**src/rtl/vga_timing_monitor_if.sv**
```systemverilog
// Video sync/blank inputs and measured timing outputs of vga_timing_monitor.
interface vga_timing_monitor_if;
  logic        hs;
  logic        vs;
  logic        blank_n;
  logic [11:0] h_total;
  logic [11:0] h_active;
  logic [10:0] v_total;
  logic [10:0] v_active;
  logic        locked;
  logic        mismatch;
  logic        no_signal;
  logic        hs_pol;
  logic        vs_pol;

  modport master (
    output hs, vs, blank_n,
    input  h_total, h_active, v_total, v_active, locked, mismatch, no_signal, hs_pol, vs_pol
  );

  modport slave (
    input  hs, vs, blank_n,
    output h_total, h_active, v_total, v_active, locked, mismatch, no_signal, hs_pol, vs_pol
  );
endinterface

```
**src/rtl/vga_timing_monitor.sv**
```systemverilog
// Measures incoming VGA line/frame timing and locks once it is stable.
// Optional sync polarity detection: define VGA_MON_POLARITY_DETECT_EN.
module vga_timing_monitor #(
  parameter int unsigned LOCK_FRAMES = 2,
  parameter int unsigned H_TIMEOUT   = 4095
) (
  input  logic                 vga_clk,
  input  logic                 reset,
  vga_timing_monitor_if.slave  vid
);
  localparam int unsigned MW = (LOCK_FRAMES < 1) ? 1 : $clog2(LOCK_FRAMES + 1);
  localparam int unsigned TW = (H_TIMEOUT < 2) ? 1 : $clog2(H_TIMEOUT + 1);

  typedef enum logic [1:0] {SEEK, MEASURE, VERIFY, LOCKED} state_t;
  state_t state_q;

  logic          hs_q, vs_q, blank_q, hs_p_q, vs_p_q;
  logic          hs_pol_q, vs_pol_q, pol_change;
  logic          hs_lead, vs_lead, timeout, frame_same;
  logic [11:0]   line_cnt_q, act_cnt_q, line_len, line_act;
  logic [11:0]   f_htot_q, f_hact_q, f_htot_d, f_hact_d;
  logic [10:0]   f_vtot_q, f_vact_q, f_vtot_d, f_vact_d;
  logic          f_irreg_q, f_irreg_d;
  logic [11:0]   c_htot_q, c_hact_q, h_total_q, h_active_q;
  logic [10:0]   c_vtot_q, c_vact_q, v_total_q, v_active_q;
  logic [MW-1:0] match_q;
  logic [TW-1:0] idle_q, idle_d;
  logic          locked_q, mismatch_q, no_signal_q;

`ifdef VGA_MON_POLARITY_DETECT_EN
  logic blank_p_q;
  always_ff @(posedge vga_clk) begin
    if (reset) begin
      blank_p_q <= 1'b0;
      hs_pol_q  <= 1'b0;
      vs_pol_q  <= 1'b0;
    end else begin
      blank_p_q <= blank_q;
      if (blank_q && !blank_p_q) begin
        hs_pol_q <= ~hs_q;
        vs_pol_q <= ~vs_q;
      end
    end
  end
  assign pol_change = blank_q && !blank_p_q && ((hs_pol_q == hs_q) || (vs_pol_q == vs_q));
`else
  assign hs_pol_q   = 1'b0;
  assign vs_pol_q   = 1'b0;
  assign pol_change = 1'b0;
`endif

  assign hs_lead = (hs_q == hs_pol_q) && (hs_p_q != hs_pol_q);
  assign vs_lead = (vs_q == vs_pol_q) && (vs_p_q != vs_pol_q);

  // Frame statistics after folding in the line closed this cycle, so a
  // simultaneous VS edge sees the line already counted.
  always_comb begin
    line_len  = (line_cnt_q == '1) ? '1 : line_cnt_q + 12'd1;
    line_act  = (act_cnt_q == '1 || !blank_q) ? act_cnt_q : act_cnt_q + 12'd1;
    f_htot_d  = f_htot_q;
    f_hact_d  = f_hact_q;
    f_vtot_d  = f_vtot_q;
    f_vact_d  = f_vact_q;
    f_irreg_d = f_irreg_q;
    if (hs_lead) begin
      f_vtot_d = (f_vtot_q == '1) ? '1 : f_vtot_q + 11'd1;
      if (f_vtot_q == '0) f_htot_d = line_len;
      else if (line_len != f_htot_q) f_irreg_d = 1'b1;
      if (line_act != '0) begin
        f_vact_d = (f_vact_q == '1) ? '1 : f_vact_q + 11'd1;
        if (f_hact_q == '0) f_hact_d = line_act;
        else if (line_act != f_hact_q) f_irreg_d = 1'b1;
      end
    end
    frame_same = !f_irreg_d && (f_htot_d == c_htot_q) && (f_hact_d == c_hact_q) &&
                 (f_vtot_d == c_vtot_q) && (f_vact_d == c_vact_q);
    idle_d  = hs_lead ? '0 : ((idle_q == TW'(H_TIMEOUT)) ? idle_q : idle_q + 1'b1);
    timeout = !hs_lead && (idle_d == TW'(H_TIMEOUT));
  end

  always_ff @(posedge vga_clk) begin
    if (reset) begin
      state_q <= SEEK;
      {hs_q, vs_q, blank_q, hs_p_q, vs_p_q} <= '0;
      {line_cnt_q, act_cnt_q, idle_q} <= '0;
      {f_htot_q, f_hact_q, f_vtot_q, f_vact_q, f_irreg_q} <= '0;
      {c_htot_q, c_hact_q, c_vtot_q, c_vact_q, match_q} <= '0;
      {h_total_q, h_active_q, v_total_q, v_active_q} <= '0;
      {locked_q, mismatch_q, no_signal_q} <= '0;
    end else begin
      {hs_q, vs_q, blank_q} <= {vid.hs, vid.vs, vid.blank_n};
      hs_p_q      <= hs_q;
      vs_p_q      <= vs_q;
      idle_q      <= idle_d;
      no_signal_q <= timeout || (no_signal_q && !hs_lead);
      mismatch_q  <= 1'b0;
      line_cnt_q  <= hs_lead ? '0 : line_len;
      act_cnt_q   <= hs_lead ? '0 : line_act;
      if (vs_lead) begin
        {f_htot_q, f_hact_q, f_vtot_q, f_vact_q, f_irreg_q} <= '0;
      end else begin
        {f_htot_q, f_hact_q, f_vtot_q, f_vact_q, f_irreg_q} <=
          {f_htot_d, f_hact_d, f_vtot_d, f_vact_d, f_irreg_d};
      end

      if (timeout || pol_change) begin
        state_q  <= SEEK;
        locked_q <= 1'b0;
        match_q  <= '0;
        if (timeout) begin
          {line_cnt_q, act_cnt_q} <= '0;
          {f_htot_q, f_hact_q, f_vtot_q, f_vact_q, f_irreg_q} <= '0;
        end
      end else if (vs_lead) begin
        case (state_q)
          SEEK: state_q <= MEASURE;
          MEASURE: begin
            {c_htot_q, c_hact_q, c_vtot_q, c_vact_q} <= {f_htot_d, f_hact_d, f_vtot_d, f_vact_d};
            match_q <= '0;
            state_q <= VERIFY;
          end
          VERIFY: begin
            if (frame_same) begin
              match_q <= match_q + 1'b1;
              if ((32'(match_q) + 32'd1) >= LOCK_FRAMES) begin
                state_q  <= LOCKED;
                locked_q <= 1'b1;
                {h_total_q, h_active_q, v_total_q, v_active_q} <=
                  {c_htot_q, c_hact_q, c_vtot_q, c_vact_q};
              end
            end else begin
              {c_htot_q, c_hact_q, c_vtot_q, c_vact_q} <= {f_htot_d, f_hact_d, f_vtot_d, f_vact_d};
              match_q <= '0;
            end
          end
          LOCKED: begin
            if (!frame_same) begin
              mismatch_q <= 1'b1;
              locked_q   <= 1'b0;
              {c_htot_q, c_hact_q, c_vtot_q, c_vact_q} <= {f_htot_d, f_hact_d, f_vtot_d, f_vact_d};
              match_q    <= '0;
              state_q    <= VERIFY;
            end
          end
          default: state_q <= SEEK;
        endcase
      end
    end
  end

  assign vid.h_total   = h_total_q;
  assign vid.h_active  = h_active_q;
  assign vid.v_total   = v_total_q;
  assign vid.v_active  = v_active_q;
  assign vid.locked    = locked_q;
  assign vid.mismatch  = mismatch_q;
  assign vid.no_signal = no_signal_q;
  assign vid.hs_pol    = hs_pol_q;
  assign vid.vs_pol    = vs_pol_q;
endmodule

```
**src/flat_wrapper.sv**
```systemverilog
// flat-port wrapper written by rule: the top's interface ports become plain ports
module vga_timing_monitor_flat 
#(
  parameter int unsigned LOCK_FRAMES = 2,
  parameter int unsigned H_TIMEOUT   = 4095
)
  (vga_clk, reset, vid_hs, vid_vs, vid_blank_n, vid_h_total, vid_h_active, vid_v_total, vid_v_active, vid_locked, vid_mismatch, vid_no_signal, vid_hs_pol, vid_vs_pol);
  vga_timing_monitor_if vid_i ();
  input  logic vga_clk;
  input  logic reset;
  input wire logic [$bits(vid_i.hs)-1:0] vid_hs;
  input wire logic [$bits(vid_i.vs)-1:0] vid_vs;
  input wire logic [$bits(vid_i.blank_n)-1:0] vid_blank_n;
  output wire logic [$bits(vid_i.h_total)-1:0] vid_h_total;
  output wire logic [$bits(vid_i.h_active)-1:0] vid_h_active;
  output wire logic [$bits(vid_i.v_total)-1:0] vid_v_total;
  output wire logic [$bits(vid_i.v_active)-1:0] vid_v_active;
  output wire logic [$bits(vid_i.locked)-1:0] vid_locked;
  output wire logic [$bits(vid_i.mismatch)-1:0] vid_mismatch;
  output wire logic [$bits(vid_i.no_signal)-1:0] vid_no_signal;
  output wire logic [$bits(vid_i.hs_pol)-1:0] vid_hs_pol;
  output wire logic [$bits(vid_i.vs_pol)-1:0] vid_vs_pol;
  assign vid_i.hs = vid_hs;
  assign vid_i.vs = vid_vs;
  assign vid_i.blank_n = vid_blank_n;
  assign vid_h_total = vid_i.h_total;
  assign vid_h_active = vid_i.h_active;
  assign vid_v_total = vid_i.v_total;
  assign vid_v_active = vid_i.v_active;
  assign vid_locked = vid_i.locked;
  assign vid_mismatch = vid_i.mismatch;
  assign vid_no_signal = vid_i.no_signal;
  assign vid_hs_pol = vid_i.hs_pol;
  assign vid_vs_pol = vid_i.vs_pol;
  vga_timing_monitor #(.LOCK_FRAMES(LOCK_FRAMES), .H_TIMEOUT(H_TIMEOUT)) u_core (.vga_clk(vga_clk), .reset(reset), .vid(vid_i));
endmodule
```
**config.mk**
```make
export PLATFORM = sky130hd
export DESIGN_NAME = vga_timing_monitor_flat
export DESIGN_NICKNAME = d
export VERILOG_FILES = /design/src/rtl/vga_timing_monitor_if.sv /design/src/rtl/vga_timing_monitor.sv /design/src/flat_wrapper.sv
export SDC_FILE = /design/constraint.sdc
export NUM_CORES = 1
export LEC_CHECK = 0
export CAP_MARGIN = 20
export CORE_MARGIN = 4
export CORE_UTILIZATION = 25
export DETAILED_ROUTE_END_ITERATION = 8
export PLACE_DENSITY = 0.47
export SLEW_MARGIN = 20
export SYNTH_ARGS = -nofsm -noshare
export SYNTH_HDL_FRONTEND = slang
export SYNTH_SLANG_ARGS = --single-unit
```
**constraint.sdc**
```tcl
create_clock -name vga_clk -period 5 [get_ports vga_clk]
set_clock_uncertainty 0.15 [all_clocks]
set_input_delay 1 -clock vga_clk [delete_from_list [all_inputs] [get_ports vga_clk]]
set_output_delay 1 -clock vga_clk [all_outputs]
set_load 0.02 [all_outputs]
```
# Word-level counts from Yosys, hierarchy flattened
# Cells that the tools add are included.
# word_totals
reg_bits	187
input_bits	5
output_inout_bits	51
wordCells	128
# classes
n_addsub	7
magnitude_cmp	1
n_eq_ne	19
mux	40
bitwise	5
n_reduce_logical	30
# op_table
operator	count
12-bit 2-to-1 mux	11
11-bit 2-to-1 mux	7
12-bit equality test (second input constant)	4
12-bit case mux with 2 select lines	2
11-bit case mux with 2 select lines	2
12-bit by 1-bit adder with 12-bit output (second input constant)	3
32-bit by 2-bit >= comparator with 1-bit output (second input constant)	1
12-bit equality test	2
12-bit inequality test	2
11-bit by 1-bit adder with 11-bit output (second input constant)	2
11-bit equality test	2
11-bit equality test (second input constant)	2
12-bit zero test	1
12-bit nonzero test	1
11-bit zero test	1
1-bit 2-to-1 mux	10
2-bit 2-to-1 mux	5
5-bit AND reduction	2
1-bit logical AND	8
2-bit case mux with 4 select lines	1
4-bit AND reduction	2
2-bit case mux with 3 select lines	1
3-bit OR reduction	2
1-bit NOT	5
other kinds (15)	23

# Longest topological paths before layout
# depth
word_depth	16
ltp_mapped	18

# Worst setup path after synthesis
# OpenSTA, ideal clock, no wires.
# synth_timing
kind	register to register
startpoint	reg u_core.act_cnt_q[0]
endpoint	reg u_core.v_active_q[10] (netlist: u_core.vid.v_active[10])
setup_ns	0.132
arrival_ns	3.920
required_ns	4.718
slack_ns	0.798
stages_incl_launch_ff	15
synth_period_minus_slack_ns	4.202
cell_sequence	dfxtp_1 ha_1 nand3_2 o41ai_4 a21oi_2 nor3_4 nand3_4 or4_1 a2111o_1 nor4_4 nand3_1 buf_2 buf_6 o31ai_1 a21oi_1
# synth_between
elab_chain_cells	14
elab_cells_between_ends	23
cone_classes	add/sub: 1; eq/ne: 4; mux: 10; reduce/logical: 8
# synth_rtl
item	line_no	rtl
start: declaration	vga_timing_monitor.sv:20	logic [11:0] line_cnt_q, act_cnt_q, line_len, line_act;
start signal: assignment	vga_timing_monitor.sv:98	act_cnt_q <= hs_lead ? '0 : line_act;
parallel branches: the longest is 2 deep, another holds 12-bit by 1-bit adder with 12-bit output	--	
12-bit 2-to-1 mux *	vga_timing_monitor.sv:59	line_act = (act_cnt_q == '1 || !blank_q) ? act_cnt_q : act_cnt_q + 12'd1;
12-bit inequality test	vga_timing_monitor.sv:72	else if (line_act != f_hact_q) f_irreg_d = 1'b1;
1-bit 2-to-1 mux	vga_timing_monitor.sv:72	
1-bit 2-to-1 mux	vga_timing_monitor.sv:71	if (f_hact_q == '0) f_hact_d = line_act;
1-bit 2-to-1 mux	vga_timing_monitor.sv:69	if (line_act != '0) begin
1-bit 2-to-1 mux	vga_timing_monitor.sv:65	if (hs_lead) begin
1-bit zero test	vga_timing_monitor.sv:75	frame_same = !f_irreg_d && (f_htot_d == c_htot_q) && (f_hact_d == c_hact_q) &&
1-bit logical AND (3 in a row)	vga_timing_monitor.sv:75	
1-bit logical AND *	vga_timing_monitor.sv:76	(f_vtot_d == c_vtot_q) && (f_vact_d == c_vact_q);
5-bit AND reduction (no source line) *	--	
end signal: assignment	vga_timing_monitor.sv:128	{h_total_q, h_active_q, v_total_q, v_active_q} <=
end: declaration	vga_timing_monitor.sv:25	logic [10:0] c_vtot_q, c_vact_q, v_total_q, v_active_q;
# Every way passes the cells marked *.
# A chain may end at the register's enable or synchronous reset.

# Worst setup path in the final report
# layout_timing
startpoint	reg u_core.act_cnt_q[0]
endpoint	reg u_core.c_hact_q[3]
# layout_between
elab_chain_cells	15
elab_cells_between_ends	26
cone_classes	add/sub: 1; eq/ne: 5; mux: 12; reduce/logical: 8
# layout_rtl
item	line_no	rtl
parallel branches: the longest is 2 deep, another holds 12-bit by 1-bit adder with 12-bit output	--	
12-bit 2-to-1 mux *	vga_timing_monitor.sv:59	
12-bit inequality test	vga_timing_monitor.sv:72	
1-bit 2-to-1 mux	vga_timing_monitor.sv:72	
1-bit 2-to-1 mux	vga_timing_monitor.sv:71	
1-bit 2-to-1 mux	vga_timing_monitor.sv:69	
1-bit 2-to-1 mux	vga_timing_monitor.sv:65	
1-bit zero test	vga_timing_monitor.sv:75	
1-bit logical AND (3 in a row)	vga_timing_monitor.sv:75	
1-bit logical AND	vga_timing_monitor.sv:76	
2-bit inequality test (no source line)	--	
4-bit AND reduction (no source line)	--	
end signal: assignment	vga_timing_monitor.sv:118	{c_htot_q, c_hact_q, c_vtot_q, c_vact_q} <= {f_htot_d, f_hact_d, f_vtot_d, f_vact_d};
end signal: assignment	vga_timing_monitor.sv:132	{c_htot_q, c_hact_q, c_vtot_q, c_vact_q} <= {f_htot_d, f_hact_d, f_vtot_d, f_vact_d};
end signal: assignment	vga_timing_monitor.sv:140	{c_htot_q, c_hact_q, c_vtot_q, c_vact_q} <= {f_htot_d, f_hact_d, f_vtot_d, f_vact_d};
end: declaration	vga_timing_monitor.sv:24	logic [11:0] c_htot_q, c_hact_q, h_total_q, h_active_q;
# Every way passes the cells marked *. The select of a mux whose other input is x is not followed.

==> results.cfg <==
[setup_path]
slowest_delay_ns = 0.57
path_cells = ha_1 > and4_1 > nand4_1 > nand2_1 > and4_1 > nand3_4 > or4_1 > a2111o_1 > nor4_4 > and4_1 > nor2_2 > buf_4 > a211oi_1
critPathLaunchType = flip-flop
endpoint_kind = flip-flop
crit_required_ns = 5.20
setup.worst_path.start = u_core.act_cnt_q[0]
worstPathArrival_ns = 4.90
cpMaxStageDelayCell = or4_1
r2r_start = u_core.act_cnt_q[0]
path_max_fanout = 20
path_class = reg2reg
crit_top_cell = and4_1

[cells_and_area]
syn_to_final_growth_pct = 17.1
diodes = 0
regArea_um2 = 3740
nFillCells = 4364
final_cell_mix = dfxtp_1 (187), a21oi_1 (123), nor2_1 (111)
drive_gt1_frac = 0.0949
final_common_cell = dfxtp_1
multi_input_area_um2 = 5990
final_cells = 1839
nets = 1306

[yosys]
ys_warn_count = 0
syn_avg_cell_area_um2 = 8.14
synth_area_leaders = dfxtp_1 (36%), a21oi_1 (6.0%), nand4_1 (4.7%), o31ai_1 (4.2%), nor2_1 (4.0%)
ys_types = 79
synth-seq-area-share = 0.363
synth_top_cell_by_area = dfxtp_1
syn_area_um2 = 10300
synth_edf_count = 0
ys_async_sr_fraction = 0
synth_seq_cells = 187
synthFlopType = dfxtp_1
synth_top_cell_area_share = 0.363
syn-instance-count = 1267

[floorplan]
io_pins = 56
fp.dieW_um = 211
die_h_um = 211
core_area_um2 = 40800
start_util = 0.252
num_rows = 74
die_area_um2 = 44600

[clock_tree]
clock-sinks = 187
cts_max_level = 4
post_cts_buffers = 0
cts_tree = yes
clockBufferDepth = 2
cts_resized = 0
clockRootBuffer = clkbuf_16
numCtsBuffers = 17
clk_pin_slew_ns = 0.08
insertion_delay_ns = 0.45
postCtsHoldBufs = 0

[routing]
wire_per_inst_um = 20.0
via_per_inst = 5.36
routed_wl_um = 36700
drc_errors = 0
first_iter_violations = 814
dr.pass1.iters = 7
ant_nets = 0
via_count = 9861

[timing]
period_share = 0.939
drv_slew = 0
rsz0062_at_grt = no
max_freq_mhz = 213
period_minus_slack_ns = 4.70
setup_ws_ns = 0.303
finalSetupViolCount = 0
hold_viol = 0
tns_ns = 0
worst_pin_slew_ns = 0.832
relSlewSlack = 0.445

[power_and_ir_drop]
clkPwrFrac = 0.429
p_sw_w = 0.000897
switching_share = 0.286
ir_drop_v = 0.000166
p_comb_frac = 0.089
p_int_w = 0.00224
pwr_density_cell_nw_per_um2 = 260
total_power_w = 0.00314
seq_power_share = 0.482
p_leak_nw = 3.98

[status]
status = finished, final reports clean

[place]
hpwl_um = 27000
gp_congestion = 0.882
place_inst = 1807
io_buffer_count = 53
place_ws_ns = 0.268

[worst_hold_path]
min-delay-start = u_core.vid.v_total[3]
min_path_type = reg2reg

[global_route]
grt_use_total = 0.163
overflow = 0
grt_start_max_net_pins = 55
grt_pass1_vias = 9486
grt_pass1_wl_um = 57900
antenna_found_initial = 1

[run]
drv_cap = 0
synthesized netlist by cell type (all sizes together), types with 10 or more instances:
master  number
a211oi      25
a21boi      10
a21oi      124
a31oi       22
and3        27
and4        17
buf         28
clkbuf      72
dfxtp      187
inv         30
mux2i       19
nand2       65
nand2b      19
nand3       49
nand4       78
nor2       112
nor2b       27
nor3        35
nor4        14
o21a        13
o21ai       52
o31ai       58
xnor2       23
xor2        33
stage by stage:
| step | hold slack [ns] | util | area, µm² |
|---|---|---|---|
| after floorplan | 0.298 | - | 10300 |
| after global placement | 0.305 | 0.282 | 11500 |
| after detailed placement | 0.307 | 0.282 | 11500 |
| after CTS | 0.324 | 0.296 | 12100 |
| after global routing | 0.339 | 0.296 | 12100 |
| final | 0.319 | 0.296 | 12100 |
state kept, by name (all words and copies together), names as in the netlist, 2 cells and up:
register / count
u_core.c_vtot_q: 11
u_core.f_vact_q: 11
u_core.c_htot_q: 12
u_core.state_q: 2
u_core.idle_q: 12
u_core.vid.h_total: 12
u_core.c_hact_q: 12
u_core.f_vtot_q: 11
u_core.c_vact_q: 11
u_core.vid.v_active: 11
u_core.f_htot_q: 12
u_core.vid.v_total: 11
u_core.act_cnt_q: 12
u_core.f_hact_q: 12
u_core.line_cnt_q: 12
u_core.match_q: 2
u_core.vid.h_active: 12
path summary, 6_finish.rpt:
check             cells after the start  slack, ns                    end
setup / recovery                     13       0.30     u_core.c_hact_q[3]
hold / removal                        2       0.32  u_core.vid.v_total[3]
setup reg to reg                     13       0.30     u_core.c_hact_q[3]
hold reg to reg                       2       0.32  u_core.vid.v_total[3]
layer usage:
metal / global-route usage / part of all wire / up-vias
li1: - / - / 4788
met1: 0.239 / 0.50 / 4794
met2: 0.250 / 0.44 / 245
met3: 0.0252 / 0.040 / 32
met4: 0.0385 / 0.016 / 2
met5: 0 / 0.00027 / -
cell families after synthesis:
logic type / Yosys count / synth area share
flops: 187 / 0.363
buf+inv: 130 / 0.0570
other cells: 1 / 0.000364
xor+xnor: 56 / 0.0476
fa+ha+maj: 7 / 0.00849
compound gates: 381 / 0.248
simple gates: 483 / 0.254
mux: 22 / 0.0217
cell type report:
cell class | count | area share
repair buffers | 107 | 0.0825
clock buffers | 17 | 0.0352
inverters | 30 | 0.00933
well taps | 532 | 0.0551
multi-input cells | 951 | 0.497
flip-flops and latches | 187 | 0.310
clock inverters | 15 | 0.0111
power by group through the flow:
stage	registers [W]	clock network [W]	logic [W]
2_1_floorplan	0.00154	0	0.000206
3_3_place_gp	0.00155	0	0.000281
3_5_place_dp	0.00155	0	0.000280
4_1_cts	0.00151	0.00138	0.000281
5_1_grt	0.00152	0.00143	0.000305
6_report	0.00151	0.00135	0.000280
critical path: cells and delay by family (launching register included):
kind | cells | cell delay [ns]
adder cells (fa/ha/maj) | 1 | 0.30
buffers and inverters | 1 | 0.26
flip-flops | 1 | 0.46
AND/OR/NAND/NOR | 9 | 2.69
AO/OA/AOI/OAI | 2 | 0.73
No activity file was read; power rests on OpenSTA's default activity.
